<file path="src/rtl/rvc_asap_pkg.sv">
// rvc_asap_pkg: shared arbiter state encoding and default lock-hold limit.
package rvc_asap_pkg;
   typedef enum logic {ARB_RR, ARB_LOCK} t_arb_state;
   localparam int unsigned HOLD_MAX_DEF = 8;
endpackage

</file>
<file path="src/rtl/rvc_asap_dmem_arb.sv">
// rvc_asap_dmem_arb: two-requester data-memory arbiter, round-robin with a bounded
// burst lock for requester 1 and a one-cycle tagged read return.
module rvc_asap_dmem_arb
   import rvc_asap_pkg::*;
#(
   parameter int unsigned HOLD_MAX = HOLD_MAX_DEF
) (
   input  logic        Clock,
   input  logic        Rst,
   input  logic        Req0,
   input  logic        Req1,
   input  logic        WrEn0,
   input  logic        WrEn1,
   input  logic [3:0]  ByteEn0,
   input  logic [3:0]  ByteEn1,
   input  logic [31:0] Addr0,
   input  logic [31:0] Addr1,
   input  logic [31:0] WrData0,
   input  logic [31:0] WrData1,
   input  logic        Lock1,
   output logic        Gnt0,
   output logic        Gnt1,
   output logic        Stall0,
   output logic        RdValid0,
   output logic        RdValid1,
   output logic [31:0] RdData,
   output logic [31:0] MemAddr,
   output logic [31:0] MemWrData,
   output logic [3:0]  MemByteEn,
   output logic        MemWrEn,
   output logic        MemRdEn,
   input  logic [31:0] MemRdData
);
   localparam logic [7:0] HOLD_LIM = 8'(HOLD_MAX);

   t_arb_state state_q, state_d;
   logic       last_gnt_q, last_gnt_d;
   logic [7:0] hold_cnt_q, hold_cnt_d;
   logic       rd_v0_q, rd_v0_d, rd_v1_q, rd_v1_d;
   logic       lock, force_rel, gv, wr_sel;

   always_comb begin
      lock       = state_q == ARB_LOCK;
      force_rel  = lock & Req0 & (hold_cnt_q == HOLD_LIM);
      Gnt1       = Req1 & (lock ? ~force_rel : (~Req0 | ~last_gnt_q));
      Gnt0       = Req0 & ~Gnt1;
      Stall0     = Req0 & ~Gnt0;
      // memory side is silenced during reset even though grants stay combinational
      gv         = (Gnt0 | Gnt1) & Rst;
      wr_sel     = Gnt1 ? WrEn1 : WrEn0;
      MemAddr    = gv ? (Gnt1 ? Addr1 : Addr0) : '0;
      MemWrData  = gv ? (Gnt1 ? WrData1 : WrData0) : '0;
      MemByteEn  = gv ? (Gnt1 ? ByteEn1 : ByteEn0) : '0;
      MemWrEn    = gv & wr_sel;
      MemRdEn    = gv & ~wr_sel;
      RdValid0   = rd_v0_q;
      RdValid1   = rd_v1_q;
      RdData     = (rd_v0_q | rd_v1_q) ? MemRdData : '0;
      state_d    = lock ? ((~Lock1 | ~Req1 | force_rel) ? ARB_RR : ARB_LOCK)
                        : ((Gnt1 & Lock1) ? ARB_LOCK : ARB_RR);
      hold_cnt_d = ((lock & state_d == ARB_RR) | Gnt0) ? 8'd0
                 : (lock & Gnt1 & Req0 & hold_cnt_q != 8'hFF) ? hold_cnt_q + 8'd1
                 : hold_cnt_q;
      last_gnt_d = Gnt1 ? 1'b1 : Gnt0 ? 1'b0 : last_gnt_q;
      rd_v0_d    = Gnt0 & ~WrEn0;
      rd_v1_d    = Gnt1 & ~WrEn1;
   end

   always_ff @(posedge Clock or negedge Rst) begin
      if (!Rst) begin
         state_q    <= ARB_RR;
         last_gnt_q <= 1'b1;
         hold_cnt_q <= '0;
         rd_v0_q    <= 1'b0;
         rd_v1_q    <= 1'b0;
      end else begin
         state_q    <= state_d;
         last_gnt_q <= last_gnt_d;
         hold_cnt_q <= hold_cnt_d;
         rd_v0_q    <= rd_v0_d;
         rd_v1_q    <= rd_v1_d;
      end
   end
endmodule

</file>
<file path="config.mk">
export PLATFORM = sky130hd
export DESIGN_NAME = rvc_asap_dmem_arb
export DESIGN_NICKNAME = d
export VERILOG_FILES = /design/src/rtl/rvc_asap_pkg.sv /design/src/rtl/rvc_asap_dmem_arb.sv
export SDC_FILE = /design/constraint.sdc
export NUM_CORES = 1
export LEC_CHECK = 0
export ABC_AREA = 0
export CAP_MARGIN = 25
export CELL_PAD_IN_SITES_DETAIL_PLACEMENT = 1
export CELL_PAD_IN_SITES_GLOBAL_PLACEMENT = 2
export CORE_MARGIN = 4
export CORE_UTILIZATION = 10
export CTS_BUF_LIST = sky130_fd_sc_hd__clkbuf_4 sky130_fd_sc_hd__clkbuf_8
export DETAILED_ROUTE_END_ITERATION = 16
export GPL_ROUTABILITY_DRIVEN = 0
export PLACE_DENSITY = 0.77
export SETUP_SLACK_MARGIN = 0.05
export SLEW_MARGIN = 5
export SYNTH_ARGS = -nofsm -noshare
export SYNTH_HDL_FRONTEND = slang
export SYNTH_SLANG_ARGS = --single-unit
</file>
<file path="constraint.sdc">
create_clock -name Clock -period 2.5 [get_ports Clock]
set_clock_uncertainty 0.15 [all_clocks]
set_input_delay 0.25 -clock Clock [delete_from_list [all_inputs] [get_ports Clock]]
set_output_delay 0.25 -clock Clock [all_outputs]
set_load 0.1 [all_outputs]
</file>
==> results of run 1 <==
## layer usage
layer	vias to the layer above	wire length, microns
met4	0	288
met2	214	9180
met5	-	0
met3	16	1660
met1	1917	6730
li1	1878	-
## worst max path at each step
stage | to | slack [ps] | cells after the start | startpoint
after CTS | MemWrData[22] | -50 | 9 | hold_cnt_q[0]
after global placement | MemRdEn | 10 | 7 | Req0
after floorplan | MemAddr[5] | -200 | 8 | hold_cnt_q[0]
after detailed placement | MemWrData[22] | 40 | 7 | Req0
after global routing | MemAddr[4] | -170 | 9 | hold_cnt_q[0]
final | MemAddr[4] | -40 | 9 | hold_cnt_q[0]
## layout make-up
type / instances / area, sq um / area share, %
diodes: 1 / 2.50 / 0.0326
clock buffers: 4 / 55.1 / 0.717
inverters: 7 / 26.3 / 0.342
multi-input cells: 296 / 2860 / 37.2
flip-flops and latches: 12 / 308 / 4.01
well taps: 270 / 338 / 4.40
repair buffers: 323 / 4090 / 53.3
## state kept, by name, indices dropped and copies added (netlist names)
signal / flops
hold_cnt_q: 8
RdValid0: 1
RdValid1: 1
last_gnt_q: 1
lock: 1
## power by group
| group | internal (mW) | switching (mW) | leakage [nW] | total [mW] |
|---|---|---|---|---|
| clock network | 0.139 | 0.0730 | 0.0288 | 0.212 |
| logic | 0.873 | 1.43 | 2.51 | 2.30 |
| registers | 0.201 | 0.00533 | 0.154 | 0.207 |
## placed cells by master, fill, tap and decap left out, types with 2 or more instances in the layout
master / instances
nand2_1: 4
a21oi_4: 68
nor2b_2: 22
clkbuf_16: 2
nand4_1: 2
or4_1: 2
buf_12: 88
a21o_1: 2
buf_4: 53
dfrtp_1: 6
inv_2: 2
nor2_4: 2
and3_1: 2
nor2_1: 3
o31ai_1: 3
a21oi_2: 2
o21ai_0: 23
buf_16: 4
clkdlybuf4s50_1: 174
o21ai_2: 20
ha_1: 2
nor2b_4: 11
dfrtp_2: 5
clkbuf_8: 4
o21ai_1: 18
a21oi_1: 6
nand3_1: 59
nand3_2: 12
inv_1: 5
o21ai_4: 12
## through the flow
stage | std cells | hold WS, ps
after floorplan | 355 | -196
after global placement | 887 | 366
after detailed placement | 887 | 370
after CTS | 903 | 298
after global routing | 913 | 300
final | 913 | 300
## kinds of logic (layout without fill, tap and decap cells)
| logic type | Yosys count | in the layout | synth area share (%) |
|---|---|---|---|
| buffers and inverters | 47 | 334 | 9.18 |
| other | 0 | 1 | 0 |
| adders and majority gates | 2 | 2 | 1.18 |
| and+or+nand+nor | 132 | 132 | 35.1 |
| DFF | 12 | 12 | 14.3 |
| AOI/OAI and AO/OA | 160 | 160 | 39.5 |
| xor gates and xnor gates | 2 | 2 | 0.830 |
## cells in the mapped netlist (2+ instances only)
master / instances / area share, %
o31ai_1: 3 / 1.1
buf_2: 8 / 1.9
ha_1: 2 / 1.2
dfrtp_1: 11 / 13
nand4_1: 2 / 0.59
nor2_1: 6 / 1.1
and3_1: 2 / 0.59
clkbuf_1: 31 / 5.5
a21oi_1: 76 / 18
inv_1: 7 / 1.2
o21ai_0: 73 / 17
or4_1: 3 / 1.1
a21o_1: 2 / 0.71
nand2_1: 6 / 1.1
and2_1: 2 / 0.59
nand3_1: 71 / 17
nor2b_1: 33 / 9.8
## timing repair
item,in CTS,in global routing
hold buffers,0,0
gates cloned,4,3
gates resized for setup,92,30
buffers inserted,8,6
setup endpoints to repair,72,73
pin swaps,15,23
## worst max-delay path, delay by kind of cell (launching register included)
kind,cells,cell delay (ps)
buffers and inverters,4,540
adder cells (fa/ha/maj),1,140
flip-flops,1,390
AND/OR/NAND/NOR,1,290
AO/OA/AOI/OAI,3,540
==> impl_metrics.tcl, run 1 <==
set metrics [dict create \
    grt_pass1_vias 4490 \
    drcViolationCount 0 \
    synth_seq_cells 12 \
    wl_per_cell_microns 19.6 \
    drt-initial-drc-count 137 \
    busiest_layer "met2" \
    areaGrowthSynthToFinish_pct 263 \
    die_width_microns 153 \
    cpMostUsedCell "buf_12" \
    r2r_end "hold_cnt_q[2]" \
    start_util_pct 10.3 \
    grt-ovfl-total 0 \
    maxSlewHeadroom_pct 48.4 \
    r2r_cells 10 \
    layout-drive-gt1-share_pct 49.8 \
    setup_ws_ps -41.3 \
    max_freq_ghz 0.394 \
    clock_latency_ps 240 \
    synthArstFlopShare_pct 100 \
    hold_viol 0 \
    use_met2_pct 25.4 \
    synth_area_per_cell_sq_um 5.95 \
    status "complete, but fails checks" \
    r2r_slack_ps 40 \
    worst-path-max-fanout 8 \
    fin_crit_sh_pct 102 \
    clock_sinks 12 \
    syn_area_sq_um 2110 \
    vias 4025 \
    final_antenna_net_count 0 \
    tritoncts "built" \
    fillers 2245 \
    rows 52 \
    final_util_pct 37.4 \
    slowest_stage "dfrtp_1" \
    clk_pin_slew_ps 50 \
    hpwlAfterDp_mm 13.1 \
    htreeDepth 1 \
    fin_crit_ps 2540 \
    core_region_area_sq_um 20500 \
    dp_slack_ps 39.7 \
    grt_use_met3_pct 4.86 \
    syn_nets 532 \
    routed_wl_mm 17.9 \
    grt_antenna_before_repair 1 \
    grt_pass1_wl_mm 26.2 \
    total_power_mw 2.72 \
    cts_buffers 3 \
    tightest_slew_ps 775 \
    track_usage_pct 13.6 \
    rsz0062_at_grt "true" \
    drtPass1Iterations 4 \
    cp_cell_sequence "inv_2 -> ha_1 -> nor3b_4 -> a31o_4 -> buf_12 -> buf_16 -> o21ai_2 -> a21oi_4 -> buf_12" \
    layout.nets 820 \
    cts_root_buffer "clkbuf_8" \
    drv_slew 0 \
    io_pins 282 \
    r2r_start "hold_cnt_q[0]" \
    ir_worst_vdd_mv 0.182 \
    finalSetupViolCount 54 \
    maxCapViolations 0 \
    critPathCaptureType "primary output" \
    vias_per_cell 4.41 \
    tns_ps -977 \
    yosysWarnings 0 \
    die_h_microns 153 \
    postSynthCellCount 355 \
    yosysSeqAreaShare_pct 14.3 \
    final_area_sq_um 7670 \
    arrival_ps 2140 \
    dpl_cell_area_sq_um 7010 \
    p_leak_nw 2.69 \
    ys.flop_type "dfrtp_1" \
    synth.distinct_cells 34 \
    cp-start-kind "register" \
    die-area_sq_um 23500 \
    cts_buffer_depth 2 \
    grt_util_met1_pct 15.0 \
    violations "negative setup slack" \
    portBuffers 281 \
    cp_data_required_time_ps 2100 \
    grt_start_max_net_pins 41 \
    critical_path_class "reg -> out" \
    synth_enable_flop_cells 0 \
    power_density_nw_per_um2 355 \
    critPathMaxStageDelay_ps 390 \
    hp-class "in -> async" \
]
Note: power is estimated with default switching activity, not from simulation.
==> inputs of run 2 (changes only) <==
--- a/config.mk
+++ b/config.mk
@@ -5,7 +5,6 @@
 export SDC_FILE = /design/constraint.sdc
 export NUM_CORES = 1
 export LEC_CHECK = 0
-export ABC_AREA = 0
 export CAP_MARGIN = 25
 export CELL_PAD_IN_SITES_DETAIL_PLACEMENT = 1
 export CELL_PAD_IN_SITES_GLOBAL_PLACEMENT = 2
==> results of run 2 <==
Same layout as run 1: the final DEF is identical, and so are final timing and power.
